==> src/rtl/bus_arbiter.sv <==
// Bus phase generator and CPU/video arbiter: derives phi0, DRAM strobes and latch
// enables from a free-running tick counter, and runs the BA/AEC stall sequence for video DMA.
module bus_arbiter #(
  parameter int PHASE_TICKS  = 4,
  parameter int STALL_CYCLES = 3
) (
  input  logic clk,
  input  logic reset,
  input  logic dma_req,
  output logic phi0,
  output logic _aec,
  output logic ba,
  output logic _ras,
  output logic _cas,
  output logic cpu_en,
  output logic vic_en,
  output logic cycle_start
);

  localparam int TICKS = 2 * PHASE_TICKS;
  localparam int TW    = $clog2(TICKS);
  localparam logic [TW-1:0] LAST_TICK   = TW'(TICKS - 1);
  localparam logic [TW-1:0] PHASE_START = TW'(PHASE_TICKS);
  localparam logic [TW-1:0] PHASE_LAST  = TW'(PHASE_TICKS - 1);
  localparam logic [2:0]    STALL_MAX   = 3'(STALL_CYCLES);

  typedef enum logic [1:0] {
    IDLE  = 2'd0,
    WAIT  = 2'd1,
    STEAL = 2'd2
  } state_e;

  logic [TW-1:0] tick_q, tick_d;
  logic [2:0]    count_q, count_d;
  logic          req_q, req_d;
  state_e        state_q, state_d;

  logic phi0_q, phi0_d;
  logic aec_q, aec_d;
  logic ba_q, ba_d;
  logic ras_q, ras_d;
  logic cas_q, cas_d;
  logic cpuEn_q, cpuEn_d;
  logic vicEn_q, vicEn_d;
  logic cycleStart_q, cycleStart_d;

  logic          inPhi2;
  logic [TW-1:0] phaseTick;

  always_ff @(posedge clk or posedge reset) begin
    if (reset) begin
      tick_q       <= '0;
      count_q      <= '0;
      req_q        <= 1'b0;
      state_q      <= IDLE;
      phi0_q       <= 1'b0;
      aec_q        <= 1'b1;
      ba_q         <= 1'b1;
      ras_q        <= 1'b1;
      cas_q        <= 1'b1;
      cpuEn_q      <= 1'b0;
      vicEn_q      <= 1'b0;
      cycleStart_q <= 1'b0;
    end else begin
      tick_q       <= tick_d;
      count_q      <= count_d;
      req_q        <= req_d;
      state_q      <= state_d;
      phi0_q       <= phi0_d;
      aec_q        <= aec_d;
      ba_q         <= ba_d;
      ras_q        <= ras_d;
      cas_q        <= cas_d;
      cpuEn_q      <= cpuEn_d;
      vicEn_q      <= vicEn_d;
      cycleStart_q <= cycleStart_d;
    end
  end

  // The edge leaving the last tick captures dma_req and moves the FSM together, so the
  // new owner state is already in force (and visible on ba) at tick 0 of the next cycle.
  always_comb begin
    tick_d  = (tick_q == LAST_TICK) ? '0 : tick_q + TW'(1);
    req_d   = req_q;
    state_d = state_q;
    count_d = count_q;
    if (tick_q == LAST_TICK) begin
      req_d = dma_req;
      case (state_q)
        IDLE: begin
          if (dma_req) begin
            state_d = WAIT;
            count_d = 3'd1;
          end
        end
        WAIT: begin
          if (!dma_req) begin
            state_d = IDLE;
            count_d = '0;
          end else if (count_q < STALL_MAX) begin
            count_d = count_q + 3'd1;
          end else begin
            state_d = STEAL;
          end
        end
        STEAL: begin
          if (!dma_req) begin
            state_d = IDLE;
            count_d = '0;
          end
        end
        default: begin
          state_d = IDLE;
          count_d = '0;
        end
      endcase
    end
  end

  // Outputs are computed from the upcoming tick and state so the registers line up with tick_q.
  always_comb begin
    inPhi2       = (tick_d >= PHASE_START);
    phaseTick    = inPhi2 ? (tick_d - PHASE_START) : tick_d;
    phi0_d       = inPhi2;
    cycleStart_d = (tick_d == '0);
    ras_d        = (phaseTick == '0);
    cas_d        = (phaseTick < TW'(2));
    ba_d         = (state_d == IDLE);
    aec_d        = !inPhi2 || (state_d == STEAL);
    cpuEn_d      = (tick_d == LAST_TICK) && (state_d != STEAL);
    vicEn_d      = (tick_d == PHASE_LAST) || ((tick_d == LAST_TICK) && (state_d == STEAL));
  end

  assign phi0        = phi0_q;
  assign _aec        = aec_q;
  assign ba          = ba_q;
  assign _ras        = ras_q;
  assign _cas        = cas_q;
  assign cpu_en      = cpuEn_q;
  assign vic_en      = vicEn_q;
  assign cycle_start = cycleStart_q;

endmodule

==> config.mk <==
export PLATFORM = sky130hd
export DESIGN_NAME = bus_arbiter
export DESIGN_NICKNAME = d
export VERILOG_FILES = /design/src/rtl/bus_arbiter.sv
export SDC_FILE = /design/constraint.sdc
export NUM_CORES = 1
export LEC_CHECK = 0
export BUFFER_PORTS_ARGS = -buffer_cell sky130_fd_sc_hd__buf_2
export CORE_UTILIZATION = 53
export CTS_CLUSTER_DIAMETER = 100
export DETAILED_ROUTE_END_ITERATION = 8
export PLACE_DENSITY = 0.75
export SYNTH_ARGS = -nofsm -noshare
export SYNTH_HDL_FRONTEND = slang
export SYNTH_SLANG_ARGS = --single-unit
export TNS_END_PERCENT = 1
==> constraint.sdc <==
create_clock -name clk -period 1.7 [get_ports clk]
set_input_delay 0.51 -clock clk [delete_from_list [all_inputs] [get_ports clk]]
set_output_delay 0.51 -clock clk [all_outputs]
set_load 0.02 [all_outputs]
After elaboration in Yosys (flattened, before gate mapping)
Cells that the tools add are included.
W data, S select, Z words.
{"block": "totals", "ff_bits": 16, "in_bits": 3, "out_inout_bits": 8, "word_cells": 50}
{"block": "op_classes", "n_addsub": 3, "n_lt_le_gt_ge": 3, "eq_ne": 10, "muxes": 13, "reduce_logical": 10}
{"operator": "$mux W3", "n": 6}
{"operator": "$mux W2", "n": 5}
{"operator": "$pmux W3 S3", "n": 1}
{"operator": "$add A3 B1 Y3 const B", "n": 2}
{"operator": "$eq A3 B3 Y1 const B", "n": 2}
{"operator": "$logic_not A3 Y1", "n": 2}
{"operator": "$lt A3 B2 Y1 const B", "n": 2}
{"operator": "$ne A2 B2 Y1 const B", "n": 3}
{"operator": "$pmux W2 S3", "n": 1}
{"operator": "$eq A2 B2 Y1 const B", "n": 2}
{"operator": "$logic_not A2 Y1", "n": 2}
{"operator": "$reduce_and A4 Y1", "n": 1}
{"operator": "$eq A3 B2 Y1 const B", "n": 1}
{"operator": "$ge A3 B3 Y1 const B", "n": 1}
{"operator": "$ne A3 B3 Y1 const B", "n": 1}
{"operator": "$sub A3 B3 Y3 const B", "n": 1}
{"operator": "$eq A2 B1 Y1 const B", "n": 1}
{"operator": "$logic_and A1 B1 Y1", "n": 2}
{"operator": "$logic_or A1 B1 Y1", "n": 2}
{"operator": "$logic_not A1 Y1", "n": 1}

Depth between registers and ports, before layout
Gate-level depths: netlist of run 1.
{"block": "depth", "depth_word": 8, "ltp_mapped": 6, "depth_no_buf": 5}

Worst setup path before layout of run 1
Ideal clock, no wire load.
{"block": "synth_timing", "kind": "register -> register", "start": "reg tick_q[0]", "end": "reg count_q[1]", "arrival_ns": 1.402, "slack_ns": 0.172, "stages_incl_launch_ff": 7, "path_cell_list": "dfrtp_1 ha_1 ha_1 buf_6 nand3b_1 a2111oi_0 a311o_2"}
{"block": "synth_between", "elab_chain_len": 2}
{"element": "start: declaration", "line_no": "33", "rtl": "logic [TW-1:0] tick_q, tick_d;"}
{"element": "start signal: assignment", "line_no": "65", "rtl": "tick_q <= tick_d;"}
{"element": "$eq A3 B3 Y1", "line_no": "87", "rtl": "if (tick_q == LAST_TICK) begin"}
{"element": "$reduce_and A4 Y1 (no source line)"}
{"element": "end signal: assignment", "line_no": "66", "rtl": "count_q <= count_d;"}
{"element": "end: declaration", "line_no": "34", "rtl": "logic [2:0] count_q, count_d;"}
Every way passes these cells.
A chain may end at the register's enable or synchronous reset.

Worst setup path after layout of run 1
Ends and elaborated chain as after synthesis.

==> flow_summary.json, run 1 <==
{
  "period_minus_slack_ns": 1.53,
  "synth-seq-cells": 15,
  "final_cells": 89,
  "cts_buffers": 3,
  "synthDistinctLibCells": 28,
  "grt_overflow": 0,
  "antenna_left": 0,
  "routabilityCongestion": 0.871,
  "area_growth_pct": 8.93,
  "clock_path_buffers": 2,
  "coreArea_sq_um": 1190,
  "rr_endpoint": "count_q[1]",
  "antenna_found_initial": 0,
  "worst_pin_slew_ns": 0.531,
  "endpoint_kind": "register",
  "dp_cells": 85,
  "syn_area_sq_um": 728,
  "grt_max_degree": 16,
  "hp-class": "in -> async",
  "seq_area_frac_synth": 0.522,
  "drive_above_1_share": 0.280,
  "maxCapViolations": 0,
  "cts_hold_buf": 0,
  "reg2reg_depth": 5,
  "rsz0062_at_grt": "no",
  "diodes": 0,
  "critical_path.max_fanout": 9,
  "num-nets-final": 83,
  "p_leak_uw": 0.000381,
  "setup_viol": 0,
  "drc": 0,
  "seqCellArea_sq_um": 380,
  "final_area_sq_um": 793,
  "finalPower_uw": 754,
  "status": "finished clean",
  "via_per_inst": 5.53,
  "crit_type": "reg -> reg",
  "mostFrequentLayoutCells": "11 x dfrtp_1, 10 x buf_2, 8 x inv_1",
  "power.density_nw_per_um2": 951,
  "vias": 492,
  "syn_inst": 64,
  "peakVddDrop_uv": 512,
  "final_common_cell": "dfrtp_1",
  "tns_ns": 0,
  "maxSlewViolCount": 0,
  "htree_num_levels": 1,
  "cts_tree": "done",
  "start_util": 0.614,
  "synth.net_count": 71,
  "syn_avg_cell_area_sq_um": 11.4,
  "multi_input_area_sq_um": 282,
  "r2r_start": "tick_q[0]",
  "netlist.area_leader.share": 0.378,
  "slew_headroom": 0.646,
  "startpoint_type": "register",
  "ys_warn_count": 0,
  "dp_hpwl_um": 858,
  "cts.clk_slew.worst_paths_ns": 0.09,
  "place_area_sq_um": 764,
  "arrival_ns": 1.75,
  "grt_pass1_vias": 469,
  "dieArea_sq_um": 1530,
  "hold_slack_ns": 0.257,
  "hold_viol_final": 0,
  "clk_latency_ns": 0.27,
  "drt_iter0_drc": 16,
  "die_h_um": 39.1,
  "yosys-top-cells-area": "dfrtp_1 38%, dfstp_2 14%, ha_1 6.9%",
  "post-route-period-util": 0.902,
  "drt_first_pass_iters": 4,
  "finClkSkew_ns": 0.00625,
  "cts.sinks": 15,
  "groute.usage.overall": 0.202,
  "place.port_buffers": 10,
  "wl_per_cell_um": 13.1,
  "drt_wl_total_um": 1160,
  "clockRootBuffer": "clkbuf_4",
  "placementRows": 12,
  "grt_first_pass_wirelength_um": 2050,
  "synth_largest_area_cell": "dfrtp_1",
  "die_width_um": 39.1,
  "regToRegSetupSlack_ns": 0.17,
  "crit_required_ns": 1.92,
  "fmax_mhz": 652,
  "io-pin-count": 11,
  "fill_cells": 101
}
-- routing by layer --
metal | wire length, um | vias up | share of wire | global-route usage
met5 | 0 | - | 0 | 0
met4 | 0 | 0 | 0 | 0.0517
met3 | 68 | 0 | 0.059 | 0.0520
met2 | 550 | 23 | 0.47 | 0.313
met1 | 542 | 222 | 0.47 | 0.281
li1 | - | 247 | - | -
-- final cells by class --
cell class / count / share of cell area
flip-flops and latches: 15 / 0.479
well taps: 14 / 0.0221
clock buffers: 4 / 0.0331
multi-input cells: 37 / 0.355
inverters: 8 / 0.0379
repair buffers: 11 / 0.0726
-- synthesized netlist by cell type --
master / number
a2111oi_0: 1
a211o_1: 1
a21oi_1: 3
a2bb2oi_1: 1
a311o_2: 1
a32o_1: 1
and2_1: 1
and2b_1: 1
buf_2: 1
buf_6: 3
dfrtp_1: 11
dfstp_2: 4
ha_1: 4
inv_1: 8
nand2_1: 2
nand2b_1: 1
nand3b_1: 1
nand4b_1: 1
nand4bb_1: 1
nor2_1: 3
nor2b_1: 2
nor3_1: 1
o211ai_1: 1
o21ai_0: 5
o221ai_1: 1
o221ai_2: 1
o2bb2ai_1: 2
xor2_1: 1
-- critical path, cell delays in order (launching register included) --
cell       delay [ns]
dfrtp_1          0.38
ha_1             0.19
ha_2             0.27
nand3b_1         0.09
a2111oi_0        0.38
a311o_2          0.17
-- what timing repair did --
item,in CTS,in global routing
endpoints found under the setup margin,0,3
buffers inserted,0,0
resized for setup,0,1
-- registers in the layout, indices dropped and copies added, names as in the netlist --
signal,count
cpu_en,1
state_q,2
_ras,1
ba,1
vic_en,1
cycle_start,1
count_q,3
_aec,1
_cas,1
tick_q,3
-- report_power, final --
| part | internal, uW | total (uW) | switching (uW) | leakage, uW |
|---|---|---|---|---|
| registers | 386 | 429 | 42.4 | 0.000182 |
| clock network | 90.8 | 196 | 105 | 0.0000150 |
| logic | 60.6 | 130 | 69.4 | 0.000184 |
| total | 538 | 754 | 217 | 0.000381 |
-- metrics by stage --
step                 util  setup WS [ns]
floorplan               -          0.172
global placement    0.645          0.150
detailed placement  0.645         0.0998
CTS                 0.667         0.0935
global route        0.669        0.00490
finish              0.669          0.167
-- kinds of logic (layout without fill, tap and decap cells) --
group,after synthesis,count (layout),synth area share
AO/OA/AOI/OAI,18,18,0.187
XOR/XNOR,1,1,0.0120
adder cells (fa/ha/maj),4,4,0.0687
buffers and inverters,12,23,0.0945
flip-flops,15,15,0.522
AND/OR/NAND/NOR,14,14,0.115
-- worst max-delay path by stage --
stage,from,end,slack [ns]
3_5_place_dp,tick_q[0],count_q[1],0.1
5_1_grt,tick_q[0],count_q[1],0.005
6_report,tick_q[0],count_q[1],0.17
2_1_floorplan,tick_q[0],count_q[1],0.17
4_1_cts,tick_q[0],count_q[1],0.09
3_3_place_gp,tick_q[0],count_q[1],0.15
Power figures use the tool's default switching activity.
==> inputs of run 2 (changes only) <==
- CORE_UTILIZATION: 53 -> 35
- PLACE_DENSITY: 0.75 -> 0.53
==> flow_summary.json, run 2 (same netlist as run 1, synthesis figures left out) <==
{
  "status": "finished clean",
  "post-route-period-util": 0.904,
  "grt_pass1_vias": 421,
  "io-pin-count": 11,
  "grt_first_pass_wirelength_um": 1920,
  "clk_latency_ns": 0.28,
  "rsz0062_at_grt": "no",
  "critical-path-max-stage-delay_ns": 0.41,
  "cts.sinks": 15,
  "cts.clk_slew.worst_paths_ns": 0.09,
  "die_width_um": 47.6,
  "finalPower_uw": 787,
  "period_minus_slack_ns": 1.54,
  "maxSlewViolCount": 0,
  "start_util": 0.371,
  "drt_first_pass_iters": 4,
  "tns_ns": 0,
  "grt_max_degree": 16,
  "dp_hpwl_um": 904,
  "final_common_cell": "dfrtp_1",
  "area_growth_pct": 13.2,
  "arrival_ns": 1.71,
  "postCtsSetupRepairBufs": 0,
  "wl_per_cell_um": 12.2,
  "drt_wl_total_um": 1250,
  "cts_hold_buf": 0,
  "diodes": 0,
  "coreArea_sq_um": 1960,
  "placementRows": 16,
  "hold_slack_ns": 0.259,
  "seqCellArea_sq_um": 380,
  "place.port_buffers": 10,
  "multi_input_area_sq_um": 288,
  "pre_cts_ws_ns": 0.0106,
  "antenna_found_initial": 0,
  "routabilityCongestion": 0.752,
  "hold_viol_final": 0,
  "fin_ws_ns": 0.162,
  "crit_slowest_cell": "dfrtp_1",
  "critical_path.max_fanout": 10,
  "setup_viol": 0,
  "cts_tree": "done",
  "finClkSkew_ns": 0.00423,
  "top_regs": "count_q (3), tick_q (3), state_q (2)",
  "worst_pin_slew_ns": 0.565,
  "mostFrequentLayoutCells": "11 x dfrtp_1, 10 x buf_2, 8 x inv_1",
  "final_util": 0.420,
  "fmax_mhz": 650,
  "cts_resized": 1,
  "crit_required_ns": 1.87,
  "vias": 506,
  "drc": 0,
  "dieArea_sq_um": 2270,
  "antenna_left": 0,
  "groute.usage.overall": 0.123,
  "drt_iter0_drc": 9,
  "num-nets-final": 84,
  "clock_path_buffers": 2,
  "htree_num_levels": 1,
  "via_per_inst": 4.91,
  "fill_cells": 206,
  "p_leak_uw": 0.000389,
  "hp-class": "in -> async",
  "crit_chain": "ha_1 > ha_2 > nand3b_1 > a2111oi_2 > a311o_2",
  "endpoint_kind": "register",
  "die_h_um": 47.6,
  "peakVddDrop_uv": 328,
  "clockRootBuffer": "clkbuf_4",
  "power.density_nw_per_um2": 954,
  "drive_above_1_share": 0.316,
  "cts_buffers": 3,
  "maxCapViolations": 0,
  "crit_type": "reg -> reg",
  "grt_overflow": 0,
  "startpoint_type": "register",
  "slew_headroom": 0.623
}
==> run 2: path summary, 6_finish.rpt <==
path / slack, ns / cells after the start / end / start
max: 0.16 / 5 / count_q[1] / tick_q[0]
min: 0.26 / 2 / cycle_start / reset
max reg2reg: 0.16 / 5 / count_q[1] / tick_q[0]
min reg2reg: 0.49 / 1 / tick_q[0] / tick_q[0]
max in group asynchronous: 1.06 / 2 / ba / reset
min in group clk: 0.49 / 1 / tick_q[0] / tick_q[0]
==> run 2: final cells by class <==
cell class / instances / area share
clock inverter: 1 / 0.00607
inverter: 8 / 0.0364
timing repair buffer: 12 / 0.0789
tap: 27 / 0.0410
sequential: 15 / 0.461
multi-input combinational: 37 / 0.349
clock buffer: 3 / 0.0273
==> run 2: report_power, final <==
part / switching [uW] / internal [uW] / total [uW]
clock: 119 / 87.3 / 206
combinational: 75.7 / 73.9 / 150
sequential: 44.5 / 386 / 431
==> run 2: critical path: cells and delay by family (launching register included) <==
family / cells / cell delay [ns]
adder cells (fa/ha/maj): 2 / 0.47
flip-flops: 1 / 0.41
AO/OA/AOI/OAI: 2 / 0.43
AND/OR/NAND/NOR: 1 / 0.12
==> run 2: per-stage QoR <==
step	instance area [sq um]	std cells
floorplan	728	64
global placement	788	99
detailed placement	788	99
CTS	818	103
global route	825	103
finish	825	103
==> run 2: metal layers <==
layer / part of all wire / global-route usage
met1: 0.46 / 0.173
met2: 0.50 / 0.178
met3: 0.027 / 0.0226
met4: 0.012 / 0.0667
met5: 0 / 0
